### src/rtl/mul_seq_ctrl_pkg.sv
// Shared definitions for the multiply sequencing front-end: operation
// encodings, controller states and datapath widths.
package mul_seq_ctrl_pkg;

  localparam int unsigned OPND_W      = 16;   // operand / product-half width
  localparam int unsigned PROD_W      = 32;   // full product width
  localparam int unsigned MUL_TIMEOUT = 64;   // default start-to-done limit

  typedef enum logic [1:0] {
    MUL_OP_U   = 2'b00,   // unsigned x unsigned
    MUL_OP_S   = 2'b01,   // signed x signed
    MUL_OP_SU  = 2'b10,   // signed A x unsigned B
    MUL_OP_RSV = 2'b11    // reserved, answered with an error
  } mul_op_e;

  typedef enum logic [2:0] {
    ST_IDLE,
    ST_START,
    ST_WAIT,
    ST_FIX,
    ST_OUT
  } state_e;

endpackage

### src/rtl/mul_seq_ctrl_if.sv
// Bundle of the three handshakes around the sequencer:
//   req_* : request from operand select (valid/ready)
//   mul_* : launch/complete exchange with the iterative multiplier core
//   rsp_* : result to register-file writeback (valid/ready)
// slave  : the sequencer's view; master : the surrounding environment's view.
interface mul_seq_ctrl_if;
  import mul_seq_ctrl_pkg::*;

  logic              req_valid;
  logic              req_ready;
  logic [1:0]        req_op;
  logic [OPND_W-1:0] req_a;
  logic [OPND_W-1:0] req_b;

  logic              mul_start;
  logic [OPND_W-1:0] mul_a;
  logic [OPND_W-1:0] mul_b;
  logic [OPND_W-1:0] mul_hi;
  logic [OPND_W-1:0] mul_lo;
  logic              mul_done;

  logic              rsp_valid;
  logic              rsp_ready;
  logic [OPND_W-1:0] rsp_hi;
  logic [OPND_W-1:0] rsp_lo;
  logic              rsp_z;
  logic              rsp_n;
  logic              rsp_v;
  logic              rsp_err;

  modport slave (
    input  req_valid, req_op, req_a, req_b,
    input  mul_hi, mul_lo, mul_done,
    input  rsp_ready,
    output req_ready,
    output mul_start, mul_a, mul_b,
    output rsp_valid, rsp_hi, rsp_lo, rsp_z, rsp_n, rsp_v, rsp_err
  );

  modport master (
    output req_valid, req_op, req_a, req_b,
    output mul_hi, mul_lo, mul_done,
    output rsp_ready,
    input  req_ready,
    input  mul_start, mul_a, mul_b,
    input  rsp_valid, rsp_hi, rsp_lo, rsp_z, rsp_n, rsp_v, rsp_err
  );

endinterface

### src/rtl/mul_sign_fix.sv
// Conditional two's-complement negation, purely combinational.
// Used both to turn a signed operand into its magnitude (neg_i = sign bit)
// and to re-apply the result sign to the unsigned product.
// The most negative value maps onto itself (0x8000 -> 0x8000), which is
// exactly the magnitude the unsigned multiplier needs.
//   data_i : value in        neg_i : negate when high
//   data_o : value out
module mul_sign_fix
  import mul_seq_ctrl_pkg::*;
#(
  parameter int unsigned W = OPND_W
) (
  input  logic [W-1:0] data_i,
  input  logic         neg_i,
  output logic [W-1:0] data_o
);

  assign data_o = neg_i ? (~data_i + W'(1)) : data_i;

endmodule

### src/rtl/mul_seq_ctrl.sv
// Sequencing front-end for the iterative 16x16 multiplier.
// Accepts one request, hands operand magnitudes to the core with a one-cycle
// start pulse, waits (bounded by TIMEOUT) for done, restores the result sign
// and presents product plus flags until the consumer takes it.
//   clk, rst_n : clock, asynchronous active-low reset
//   bus        : req/mul/rsp handshakes (see mul_seq_ctrl_if)
module mul_seq_ctrl
  import mul_seq_ctrl_pkg::*;
#(
  parameter int unsigned TIMEOUT = MUL_TIMEOUT
) (
  input  logic           clk,
  input  logic           rst_n,
  mul_seq_ctrl_if.slave  bus
);

  localparam int unsigned    CNT_W    = $clog2(TIMEOUT);
  localparam logic [CNT_W-1:0] CNT_LAST = CNT_W'(TIMEOUT - 1);

  state_e              state_q, state_d;
  mul_op_e             op_q, op_d;
  logic                neg_q, neg_d;
  logic [OPND_W-1:0]   a_q, a_d, b_q, b_d;
  logic [PROD_W-1:0]   prod_q, prod_d;
  logic [CNT_W-1:0]    cnt_q, cnt_d;
  logic                z_q, z_d, n_q, n_d, v_q, v_d, err_q, err_d;

  mul_op_e             req_op;
  logic                sgn_a, sgn_b;
  logic [OPND_W-1:0]   mag_a, mag_b;
  logic [PROD_W-1:0]   prod_fix;

  assign req_op = mul_op_e'(bus.req_op);

  // A is signed for MULS and MULSU, B only for MULS.
  assign sgn_a = ((req_op == MUL_OP_S) || (req_op == MUL_OP_SU)) && bus.req_a[OPND_W-1];
  assign sgn_b = (req_op == MUL_OP_S) && bus.req_b[OPND_W-1];

  mul_sign_fix #(.W(OPND_W)) u_fix_a (.data_i(bus.req_a), .neg_i(sgn_a), .data_o(mag_a));
  mul_sign_fix #(.W(OPND_W)) u_fix_b (.data_i(bus.req_b), .neg_i(sgn_b), .data_o(mag_b));
  mul_sign_fix #(.W(PROD_W)) u_fix_p (.data_i(prod_q),    .neg_i(neg_q), .data_o(prod_fix));

  always_comb begin
    // NOTE: every next-state signal gets a default before the case so that
    // branches which leave it untouched hold the register instead of
    // inferring a latch.
    state_d = state_q;
    op_d    = op_q;
    neg_d   = neg_q;
    a_d     = a_q;
    b_d     = b_q;
    prod_d  = prod_q;
    cnt_d   = cnt_q;
    z_d     = z_q;
    n_d     = n_q;
    v_d     = v_q;
    err_d   = err_q;

    unique case (state_q)
      ST_IDLE: begin
        if (bus.req_valid) begin
          op_d  = req_op;
          neg_d = sgn_a ^ sgn_b;
          a_d   = mag_a;
          b_d   = mag_b;
          if (req_op == MUL_OP_RSV) begin
            // Reserved op: answer immediately, never launch the core.
            prod_d  = '0;
            z_d     = 1'b1;
            n_d     = 1'b0;
            v_d     = 1'b0;
            err_d   = 1'b1;
            state_d = ST_OUT;
          end else begin
            err_d   = 1'b0;
            state_d = ST_START;
          end
        end
      end

      ST_START: begin
        cnt_d   = '0;
        state_d = ST_WAIT;
      end

      ST_WAIT: begin
        // done wins over the timeout in the last allowed cycle.
        if (bus.mul_done) begin
          prod_d  = {bus.mul_hi, bus.mul_lo};
          state_d = ST_FIX;
        end else if (cnt_q == CNT_LAST) begin
          prod_d  = '0;
          z_d     = 1'b1;
          n_d     = 1'b0;
          v_d     = 1'b0;
          err_d   = 1'b1;
          state_d = ST_OUT;
        end else begin
          cnt_d = cnt_q + 1'b1;
        end
      end

      ST_FIX: begin
        prod_d = prod_fix;
        z_d    = (prod_fix == '0);
        n_d    = prod_fix[PROD_W-1];
        // Overflow: the result does not fit in a single 16-bit half.
        v_d    = (op_q == MUL_OP_U) ? (prod_fix[PROD_W-1:OPND_W] != '0)
                                    : (prod_fix[PROD_W-1:OPND_W] != {OPND_W{prod_fix[OPND_W-1]}});
        state_d = ST_OUT;
      end

      ST_OUT: begin
        if (bus.rsp_ready) state_d = ST_IDLE;
      end

      default: state_d = ST_IDLE;
    endcase
  end

  always_ff @(posedge clk or negedge rst_n) begin
    if (!rst_n) begin
      state_q <= ST_IDLE;
      op_q    <= MUL_OP_U;
      neg_q   <= 1'b0;
      a_q     <= '0;
      b_q     <= '0;
      prod_q  <= '0;
      cnt_q   <= '0;
      z_q     <= 1'b0;
      n_q     <= 1'b0;
      v_q     <= 1'b0;
      err_q   <= 1'b0;
    end else begin
      // NOTE: non-blocking assignments so every register samples the values
      // from before this edge, independent of statement order.
      state_q <= state_d;
      op_q    <= op_d;
      neg_q   <= neg_d;
      a_q     <= a_d;
      b_q     <= b_d;
      prod_q  <= prod_d;
      cnt_q   <= cnt_d;
      z_q     <= z_d;
      n_q     <= n_d;
      v_q     <= v_d;
      err_q   <= err_d;
    end
  end

  assign bus.req_ready = (state_q == ST_IDLE);
  assign bus.mul_start = (state_q == ST_START);
  assign bus.rsp_valid = (state_q == ST_OUT);
  assign bus.mul_a     = a_q;
  assign bus.mul_b     = b_q;
  assign bus.rsp_hi    = prod_q[PROD_W-1:OPND_W];
  assign bus.rsp_lo    = prod_q[OPND_W-1:0];
  assign bus.rsp_z     = z_q;
  assign bus.rsp_n     = n_q;
  assign bus.rsp_v     = v_q;
  assign bus.rsp_err   = err_q;

endmodule

### src/flat_wrapper.sv
// flat-port wrapper written by rule: the top's interface ports become plain ports
module mul_seq_ctrl_flat import mul_seq_ctrl_pkg::*;
#(
  parameter int unsigned TIMEOUT = MUL_TIMEOUT
)
  (clk, rst_n, bus_req_valid, bus_req_op, bus_req_a, bus_req_b, bus_mul_hi, bus_mul_lo, bus_mul_done, bus_rsp_ready, bus_req_ready, bus_mul_start, bus_mul_a, bus_mul_b, bus_rsp_valid, bus_rsp_hi, bus_rsp_lo, bus_rsp_z, bus_rsp_n, bus_rsp_v, bus_rsp_err);
  mul_seq_ctrl_if bus_i ();
  input  logic clk;
  input  logic rst_n;
  input wire logic [$bits(bus_i.req_valid)-1:0] bus_req_valid;
  input wire logic [$bits(bus_i.req_op)-1:0] bus_req_op;
  input wire logic [$bits(bus_i.req_a)-1:0] bus_req_a;
  input wire logic [$bits(bus_i.req_b)-1:0] bus_req_b;
  input wire logic [$bits(bus_i.mul_hi)-1:0] bus_mul_hi;
  input wire logic [$bits(bus_i.mul_lo)-1:0] bus_mul_lo;
  input wire logic [$bits(bus_i.mul_done)-1:0] bus_mul_done;
  input wire logic [$bits(bus_i.rsp_ready)-1:0] bus_rsp_ready;
  output wire logic [$bits(bus_i.req_ready)-1:0] bus_req_ready;
  output wire logic [$bits(bus_i.mul_start)-1:0] bus_mul_start;
  output wire logic [$bits(bus_i.mul_a)-1:0] bus_mul_a;
  output wire logic [$bits(bus_i.mul_b)-1:0] bus_mul_b;
  output wire logic [$bits(bus_i.rsp_valid)-1:0] bus_rsp_valid;
  output wire logic [$bits(bus_i.rsp_hi)-1:0] bus_rsp_hi;
  output wire logic [$bits(bus_i.rsp_lo)-1:0] bus_rsp_lo;
  output wire logic [$bits(bus_i.rsp_z)-1:0] bus_rsp_z;
  output wire logic [$bits(bus_i.rsp_n)-1:0] bus_rsp_n;
  output wire logic [$bits(bus_i.rsp_v)-1:0] bus_rsp_v;
  output wire logic [$bits(bus_i.rsp_err)-1:0] bus_rsp_err;
  assign bus_i.req_valid = bus_req_valid;
  assign bus_i.req_op = bus_req_op;
  assign bus_i.req_a = bus_req_a;
  assign bus_i.req_b = bus_req_b;
  assign bus_i.mul_hi = bus_mul_hi;
  assign bus_i.mul_lo = bus_mul_lo;
  assign bus_i.mul_done = bus_mul_done;
  assign bus_i.rsp_ready = bus_rsp_ready;
  assign bus_req_ready = bus_i.req_ready;
  assign bus_mul_start = bus_i.mul_start;
  assign bus_mul_a = bus_i.mul_a;
  assign bus_mul_b = bus_i.mul_b;
  assign bus_rsp_valid = bus_i.rsp_valid;
  assign bus_rsp_hi = bus_i.rsp_hi;
  assign bus_rsp_lo = bus_i.rsp_lo;
  assign bus_rsp_z = bus_i.rsp_z;
  assign bus_rsp_n = bus_i.rsp_n;
  assign bus_rsp_v = bus_i.rsp_v;
  assign bus_rsp_err = bus_i.rsp_err;
  mul_seq_ctrl #(.TIMEOUT(TIMEOUT)) u_core (.clk(clk), .rst_n(rst_n), .bus(bus_i));
endmodule
### config.mk
export PLATFORM = sky130hd
export DESIGN_NAME = mul_seq_ctrl_flat
export DESIGN_NICKNAME = d
export VERILOG_FILES = /design/src/rtl/mul_seq_ctrl_pkg.sv /design/src/rtl/mul_seq_ctrl_if.sv /design/src/rtl/mul_sign_fix.sv /design/src/rtl/mul_seq_ctrl.sv /design/src/flat_wrapper.sv
export SDC_FILE = /design/constraint.sdc
export NUM_CORES = 1
export LEC_CHECK = 0
export CAP_MARGIN = 40
export CORE_AREA = 2 2 105 107
export CTS_CLUSTER_DIAMETER = 50
export DETAILED_ROUTE_END_ITERATION = 12
export DIE_AREA = 0 0 107 109
export GPL_ROUTABILITY_DRIVEN = 0
export PLACE_DENSITY = 0.86
export SYNTH_ARGS = -nofsm -noshare
export SYNTH_HDL_FRONTEND = slang
export SYNTH_SLANG_ARGS = --single-unit
### constraint.sdc
create_clock -name clk -period 4.4 [get_ports clk]
set_input_delay 0.88 -clock clk [delete_from_list [all_inputs] [get_ports clk]]
set_output_delay 0.88 -clock clk [all_outputs]
set_load 0.1 [all_outputs]
After elaboration in Yosys (flattened, before gate mapping). Index checks and enable logic that the tools add are counted.

Mux-type cells: 32. Add/sub/neg operators: 4. Reductions and logical operators: 16. Bitwise operators: 4. Equal/unequal tests: 16.

Operator list (count): 32-bit two-way mux (5); 32-bit one-hot mux with 3 select lines (1); 16-bit by 1-bit adder with 16-bit output (second input constant) (2); 32-bit by 1-bit adder with 32-bit output (second input constant) (1); 32-bit logical NOT (1); 16-bit two-way mux (2); 16-bit inverter (2); 32-bit inverter (1); 16-bit inequality test (1); 16-bit nonzero test (1); 3-bit two-way mux (5); 3-bit one-hot mux with 5 select lines (1); 6-bit two-way mux (2); 6-bit one-hot mux with 2 select lines (1); 1-bit two-way mux (11); 1-bit one-hot mux with 3 select lines (3); 2-bit inequality test (second input constant) (4); 4-bit AND reduction (2); 6-bit by 1-bit adder with 6-bit output (second input constant) (1); 3-bit by 2-bit equality test with 1-bit output (second input constant) (2); 6-bit equality test (second input constant) (1); 3-bit AND reduction (2); 5-bit AND reduction (1); 2-bit equality test (second input constant) (2); other kinds (14) (17).

Flip-flop bits (word level): 80. Bits of input ports: 71.

Longest topological paths before layout. Gate-level depths: netlist of the first run.

Depth in word-level cells: 6. Depth in mapped cells: 10.

Hierarchy. A second synthesis of the first run with hierarchy kept.

Cells, all modules: 527. Area, all modules: 5235.0 µm².

By module, submodules not included: mul_seq_ctrl (area an instance 3792.4 µm², cells an instance 334, times used 1, sequential area each 2001.9 µm²); mul_sign_fix (u_core.u_fix_p) (area an instance 777.0 µm², cells an instance 99, times used 1, sequential area each 0.0 µm²); mul_sign_fix (u_core.u_fix_a ...) (area an instance 332.8 µm², cells an instance 47, times used 2, sequential area each 0.0 µm²).

Worst setup path before layout of the first run. OpenSTA, ideal clock, no wires.

Path kind: reg2out. Start: reg u_core.state_q[1]. End: out bus_mul_start. Setup slack: 0.612 ns. Required time: 3.520 ns. Cell stages (with the launch flop): 3. Data arrival time: 2.908 ns. Cells stage by stage: dfrtp_1 > clkbuf_1 > nor3_1.

Longest elaborated chain between the ends: 1.

Ends and longest elaborated chain: from (decl) (RTL line mul_seq_ctrl.sv:20) `state_e state_q, state_d;`; from (signal assigned) (RTL line mul_seq_ctrl.sv:137) `state_q <= state_d;`; 3-bit by 1-bit equality test with 1-bit output (RTL line mul_seq_ctrl.sv:152) `assign bus.mul_start = (state_q == ST_START);`; to (decl) (RTL line flat_wrapper.sv:19) `output wire logic [$bits(bus_i.mul_start)-1:0] bus_mul_start;`.

Every way passes these cells.

Final worst setup path of the first run.
Start: reg u_core.prod_q[4]. End: reg u_core.z_q (netlist: u_core.bus.rsp_z).

Longest elaborated chain between the ends: 5.

Ends and longest elaborated chain: from (decl) (RTL line mul_seq_ctrl.sv:24) `logic [PROD_W-1:0] prod_q, prod_d;`; from (signal assigned) (RTL line mul_seq_ctrl.sv:142) `prod_q <= prod_d;`; 32-bit inverter (RTL line mul_sign_fix.sv:18) `assign data_o = neg_i ? (~data_i + W'(1)) : data_i;`; 32-bit by 1-bit adder with 32-bit output (RTL line mul_sign_fix.sv:18); 32-bit two-way mux (*) (RTL line mul_sign_fix.sv:18); 32-bit logical NOT (*) (RTL line mul_seq_ctrl.sv:105) `z_d = (prod_fix == '0);`; 1-bit one-hot mux with 3 select lines (*) (RTL line mul_seq_ctrl.sv:59) `unique case (state_q)`; to (signal assigned) (RTL line mul_seq_ctrl.sv:144) `z_q <= z_d;`; to (decl) (RTL line mul_seq_ctrl.sv:26) `logic z_q, z_d, n_q, n_d, v_q, v_d, err_q, err_d;`.

Mark *: on every way between the ends. The rest lies on a longest branch, timed or not. A chain may end at the register's enable or synchronous reset.

==> results.yml, run 1 <==
clocking:
  ctsHoldBuffers: 0
  cts_root_buf: "clkbuf_8"
  cts_htree_levels: 3
  cts_max_path_buffers: 2
  cts_tree: "built"
  cts_setup_buffers: 0
  cts.sinks: 80
  clk_latency_ns: 0.36
  cts_buffers: 9
  cts-resized-gates: 0
  clkTransAtPathRegs_ns: 0.09
sta:
  slew_violations: 0
  rsz0062_at_grt: "no"
  finalSetupViolations: 0
  timing.slew.headroom: 0.369
  fin_crit_sh: 0.812
  fin_tns_setup_ns: 0
  max_clock_freq_ghz: 0.280
  skew_ns: 0.0107
  tightest_slew_ns: 0.947
  final_hold_viol_count: 0
  timing.final.crit_period_ns: 3.57
floorplanning:
  die_x_um: 107
  die_h_um: 109
  io_pins: 142
  coreArea_sq_mm: 0.0106
  die_area_sq_mm: 0.0117
  std_cell_rows: 38
  initial_core_util: 0.478
setup_path:
  r2r-start: "u_core.prod_q[4]"
  crit_slowest_cell: "or4_4"
  cp-start-kind: "flip-flop"
  crit_type: "flip-flop to flip-flop"
  required_ns: 4.68
  critPathCaptureType: "flip-flop"
  cp_cell_sequence: "or4_4 -> or3_4 -> o41ai_4 -> xor2_1 -> nand4_1 -> or3_4 -> or4_1 -> a21oi_1"
  setup.worst_path.start: "u_core.prod_q[4]"
  cp_top_family: "simple AND/OR/NAND/NOR gates"
  path_buf_inv: 0
  cp_slowest_stage_delay_ns: 0.56
  cp.arrival_ns: 3.85
  crit_top_cell: "or3_4"
  r2r_cells: 8
  worst-path-stages: 8
  worst-path-max-fanout: 13
yosys:
  synth_flop_cell: "dfrtp_1"
  netlist_area_sq_mm: 0.00507
  ys_seq_area_frac: 0.395
  synth_edf_count: 0
  netlist.area_leader.share: 0.395
  synthArstFlopShare: 1.00
  syn_avg_cell_area_sq_um: 8.28
  synth_area_leaders: "dfrtp_1 (39%), o21ai_0 (8.6%), nand2_1 (5.9%), xor2_1 (5.2%), nor2_1 (4.1%)"
  synth_cells: 612
  synth-warning-count: 0
  ys_types: 50
  synth_area_leader_cell: "dfrtp_1"
  syn_nets: 689
  synth_seq_cells: 80
drt:
  wl_per_cell_um: 17.4
  drtAntennaViolNets: 0
  avgViaCountPerCell: 5.82
  first_pass_iters: 6
  drc: 0
  drtIter0Drc: 399
  vias: 5521
  wl_um: 16500
cells_and_area:
  mostFrequentLayoutCells: "clkdlybuf4s50_1 (140), o21ai_0 (87), dfrtp_1 (80), nand2_1 (79), nor2_1 (54)"
  nets: 881
  diodes: 0
  syn2layout_area_growth_pct: 59.1
  final_common_cell: "clkdlybuf4s50_1"
  drive_gt1_frac: 0.131
global_routing:
  grt_remaining_overflow: 0
  grt_pass1_vias: 5574
  antenna_found_initial: 0
  grt_usage: 0.293
  grt_max_degree: 65
  grt_pass1_wl_um: 27100
flow_run:
  drv_cap: 0
hold_path:
  hold_path.class: "primary input to async pin"
status:
  status: "finished clean"
place:
  hpwl_um: 12600
  io_buffers: 141
layer usage:
layer	GRT usage	up-vias	routed length, um
li1	-	2585	-
met1	0.346	2587	6360
met2	0.529	308	8480
met3	0.0556	41	1270
met4	0.110	0	430
met5	0	-	0
path summary, 6_finish.rpt:
path	to	slack, ns
max	u_core.bus.rsp_z	0.83
min	u_core.prod_q[7]	0.41
max reg2reg	u_core.bus.rsp_z	0.83
min reg2reg	u_core.bus.mul_b[15]	0.48
max in group asynchronous	u_core.bus.mul_b[2]	3.40
min in group clk	u_core.bus.mul_b[15]	0.48
synthesized netlist by cell type (all sizes together), types with 11 or more instances:
cell,instances
o21ai,87
a21oi,24
or3,11
dfrtp,80
inv,17
xor2,30
clkbuf,33
o31ai,15
a22oi,14
nand2,79
nor2,55
nor3,23
xnor2,19
per-stage QoR:
| stage | util | instances | worst slack [ns] | cell area [sq um] | hold slack (ns) |
|---|---|---|---|---|---|
| after floorplan | - | 612 | 0.612 | 5070 | 0.463 |
| after global placement | 0.615 | 859 | 1.06 | 6520 | 0.460 |
| after detailed placement | 0.745 | 933 | 0.788 | 7900 | 0.466 |
| after CTS | 0.761 | 949 | 0.877 | 8060 | 0.409 |
| after global routing | 0.761 | 949 | 0.594 | 8060 | 0.431 |
| final | 0.761 | 949 | 0.828 | 8060 | 0.412 |
state kept, by name, summed over array words and instances (netlist names):
name	cells
u_core.bus.mul_b	16
u_core.bus.mul_a	16
u_core.op_q	2
u_core.bus.rsp_z	1
u_core.state_q	3
u_core.neg_q	1
u_core.cnt_q	6
u_core.prod_q	32
u_core.bus.rsp_v	1
u_core.bus.rsp_err	1
u_core.bus.rsp_n	1
cell type report:
class | instances | area (sq um)
Sequential cell | 80 | 2000
Fill cell | 668 | 2540
Timing Repair Buffer | 218 | 2810
Inverter | 17 | 63.8
Clock inverter | 3 | 17.5
Clock buffer | 13 | 149
Multi-Input combinational cell | 478 | 2850
Tap cell | 140 | 175
cells by family (layout without fill, tap and decap cells):
kind of cell,count (synthesis),after routing,synth area share
multiplexers,4,4,0.00815
adder cells (fa/ha/maj),6,6,0.0148
AO/OA/AOI/OAI,185,185,0.232
AND/OR/NAND/NOR,234,234,0.223
buffers and inverters,54,251,0.0430
flip-flops,80,80,0.395
XOR/XNOR,49,49,0.0847
Power of run 1 is not shown: default switching activity piles up to over one toggle a cycle in this logic, so the estimate is an artifact.
==> inputs of run 2 (changes only) <==
clock period = 3.69 ns   (was 4.4 ns; I/O delays follow)
==> run 2 against run 1 <==
Effect of this change:
- first-iteration DRC count is 0.75% higher
- non-clock buffer count is 2 higher
- setup slack worse by 0.66 ns
==> results.yml, run 2 (synthesized netlist as in run 1, its figures left out) <==
status:
  status: "finished clean"
clocking:
  clkTransAtPathRegs_ns: 0.09
  cts_tree: "built"
  cts-resized-gates: 0
  cts_buffers: 9
  ctsHoldBuffers: 0
  cts_max_path_buffers: 2
  cts_htree_levels: 3
  cts.sinks: 80
  clk_latency_ns: 0.35
  cts_root_buf: "clkbuf_8"
  cts_setup_buffers: 0
sta:
  fin_crit_sh: 0.954
  timing.slew.headroom: 0.459
  slew_violations: 0
  fin_tns_setup_ns: 0
  max_clock_freq_ghz: 0.284
  rsz0062_at_grt: "no"
  skew_ns: 0.0119
  final_hold_viol_count: 0
  finalSetupViolations: 0
  timing.final.crit_period_ns: 3.52
  tightest_slew_ns: 0.809
cells_and_area:
  diodes: 0
  fillCellCount: 679
  syn2layout_area_growth_pct: 58.4
  mostFrequentLayoutCells: "clkdlybuf4s50_1 (135), o21ai_0 (87), nand2_1 (79), dfrtp_1 (79), nor2_1 (54)"
  drive_gt1_frac: 0.143
  fin_area_sq_mm: 0.00803
  regMostFlops: "u_core.prod_q"
  final_common_cell: "clkdlybuf4s50_1"
  nets: 883
  largest_register_ffs: 32
global_routing:
  grt_max_degree: 65
  grt_remaining_overflow: 0
  grt_usage: 0.299
  antenna_found_initial: 0
  grt_pass1_vias: 5708
  grt_pass1_wl_um: 27900
hold_path:
  hold_path.class: "primary input to async pin"
floorplanning:
  die_area_sq_mm: 0.0117
  std_cell_rows: 38
  io_pins: 142
  coreArea_sq_mm: 0.0106
  die_x_um: 107
  die_h_um: 109
  initial_core_util: 0.478
setup_path:
  crit_top_cell: "or3_4"
  critPathCaptureType: "flip-flop"
  cp.arrival_ns: 3.81
  crit_slowest_cell: "or4_4"
  required_ns: 3.98
  worst-path-max-fanout: 13
  crit_type: "flip-flop to flip-flop"
  cp_slowest_stage_delay_ns: 0.58
  cp_cell_sequence: "or4_4 -> or3_4 -> o41ai_4 -> xor2_1 -> nand4_1 -> or3_4 -> or4_1 -> a21oi_1"
  cp-start-kind: "flip-flop"
drt:
  first_pass_iters: 8
  drc: 0
  drtAntennaViolNets: 0
  drtIter0Drc: 402
  avgViaCountPerCell: 5.89
  wl_per_cell_um: 17.8
  wl_um: 16900
  vias: 5603
flow_run:
  drv_cap: 0
place:
  hpwl_um: 12900
  io_buffers: 141
  dpl-instance-area_sq_mm: 0.00778
## run 2: worst max-delay path: cells and delay by family (launching register included)
| kind | cells | cell delay, ns |
|---|---|---|
| AOI/OAI and AO/OA | 2 | 0.54 |
| and+or+nand+nor | 5 | 2.16 |
| DFF | 1 | 0.45 |
| xor gates and xnor gates | 1 | 0.31 |
## run 2: layout make-up
type	instances	area, sq um	share of cell area
flip-flops and latches	80	2000	0.250
clock buffers	11	141	0.0176
multi-input cells	478	2850	0.355
clock inverters	5	104	0.0129
well taps	140	175	0.0218
inverters	17	63.8	0.00795
repair buffers	220	2690	0.335
## run 2: worst paths after layout
| path | from | endpoint | slack (ns) | cells past startpoint |
|---|---|---|---|---|
| worst max-delay path | u_core.prod_q[6] | u_core.bus.rsp_z | 0.17 | 8 |
| worst min-delay path | rst_n | u_core.prod_q[14] | 0.25 | 1 |
| worst max register to register | u_core.prod_q[6] | u_core.bus.rsp_z | 0.17 | 8 |
| worst min register to register | u_core.bus.mul_b[8] | u_core.bus.mul_b[8] | 0.49 | 2 |
| max in group asynchronous | rst_n | u_core.prod_q[24] | 2.84 | 2 |
| min in group clk | u_core.bus.mul_b[8] | u_core.bus.mul_b[8] | 0.49 | 2 |
## run 2: stage by stage
stage                     hold slack [ns]  worst slack (ns)  std cells   util
after floorplan                     0.442            0.0445        612      -
final                               0.246             0.170        951  0.757
after global routing                0.251            0.0694        951  0.757
after global placement              0.457             0.366        867  0.620
after detailed placement            0.473             0.240        935  0.734
after CTS                           0.242             0.235        951  0.757
## run 2: metal layers
layer,global-route usage,vias up,share of wire
met1,0.358,2656,0.38
li1,-,2590,-
met4,0.0705,0,0.013
met5,0,-,0
met3,0.0675,30,0.088
met2,0.549,327,0.52
Power of run 2 is left out for the same reason.
==> inputs of run 3 (changes only) <==
ABC_CLOCK_PERIOD_IN_PS = 3690   (was unset)
==> results of run 3 <==
Same layout as run 2: the final DEF is identical, and so are final timing and power.
Power of run 3 is left out for the same reason.
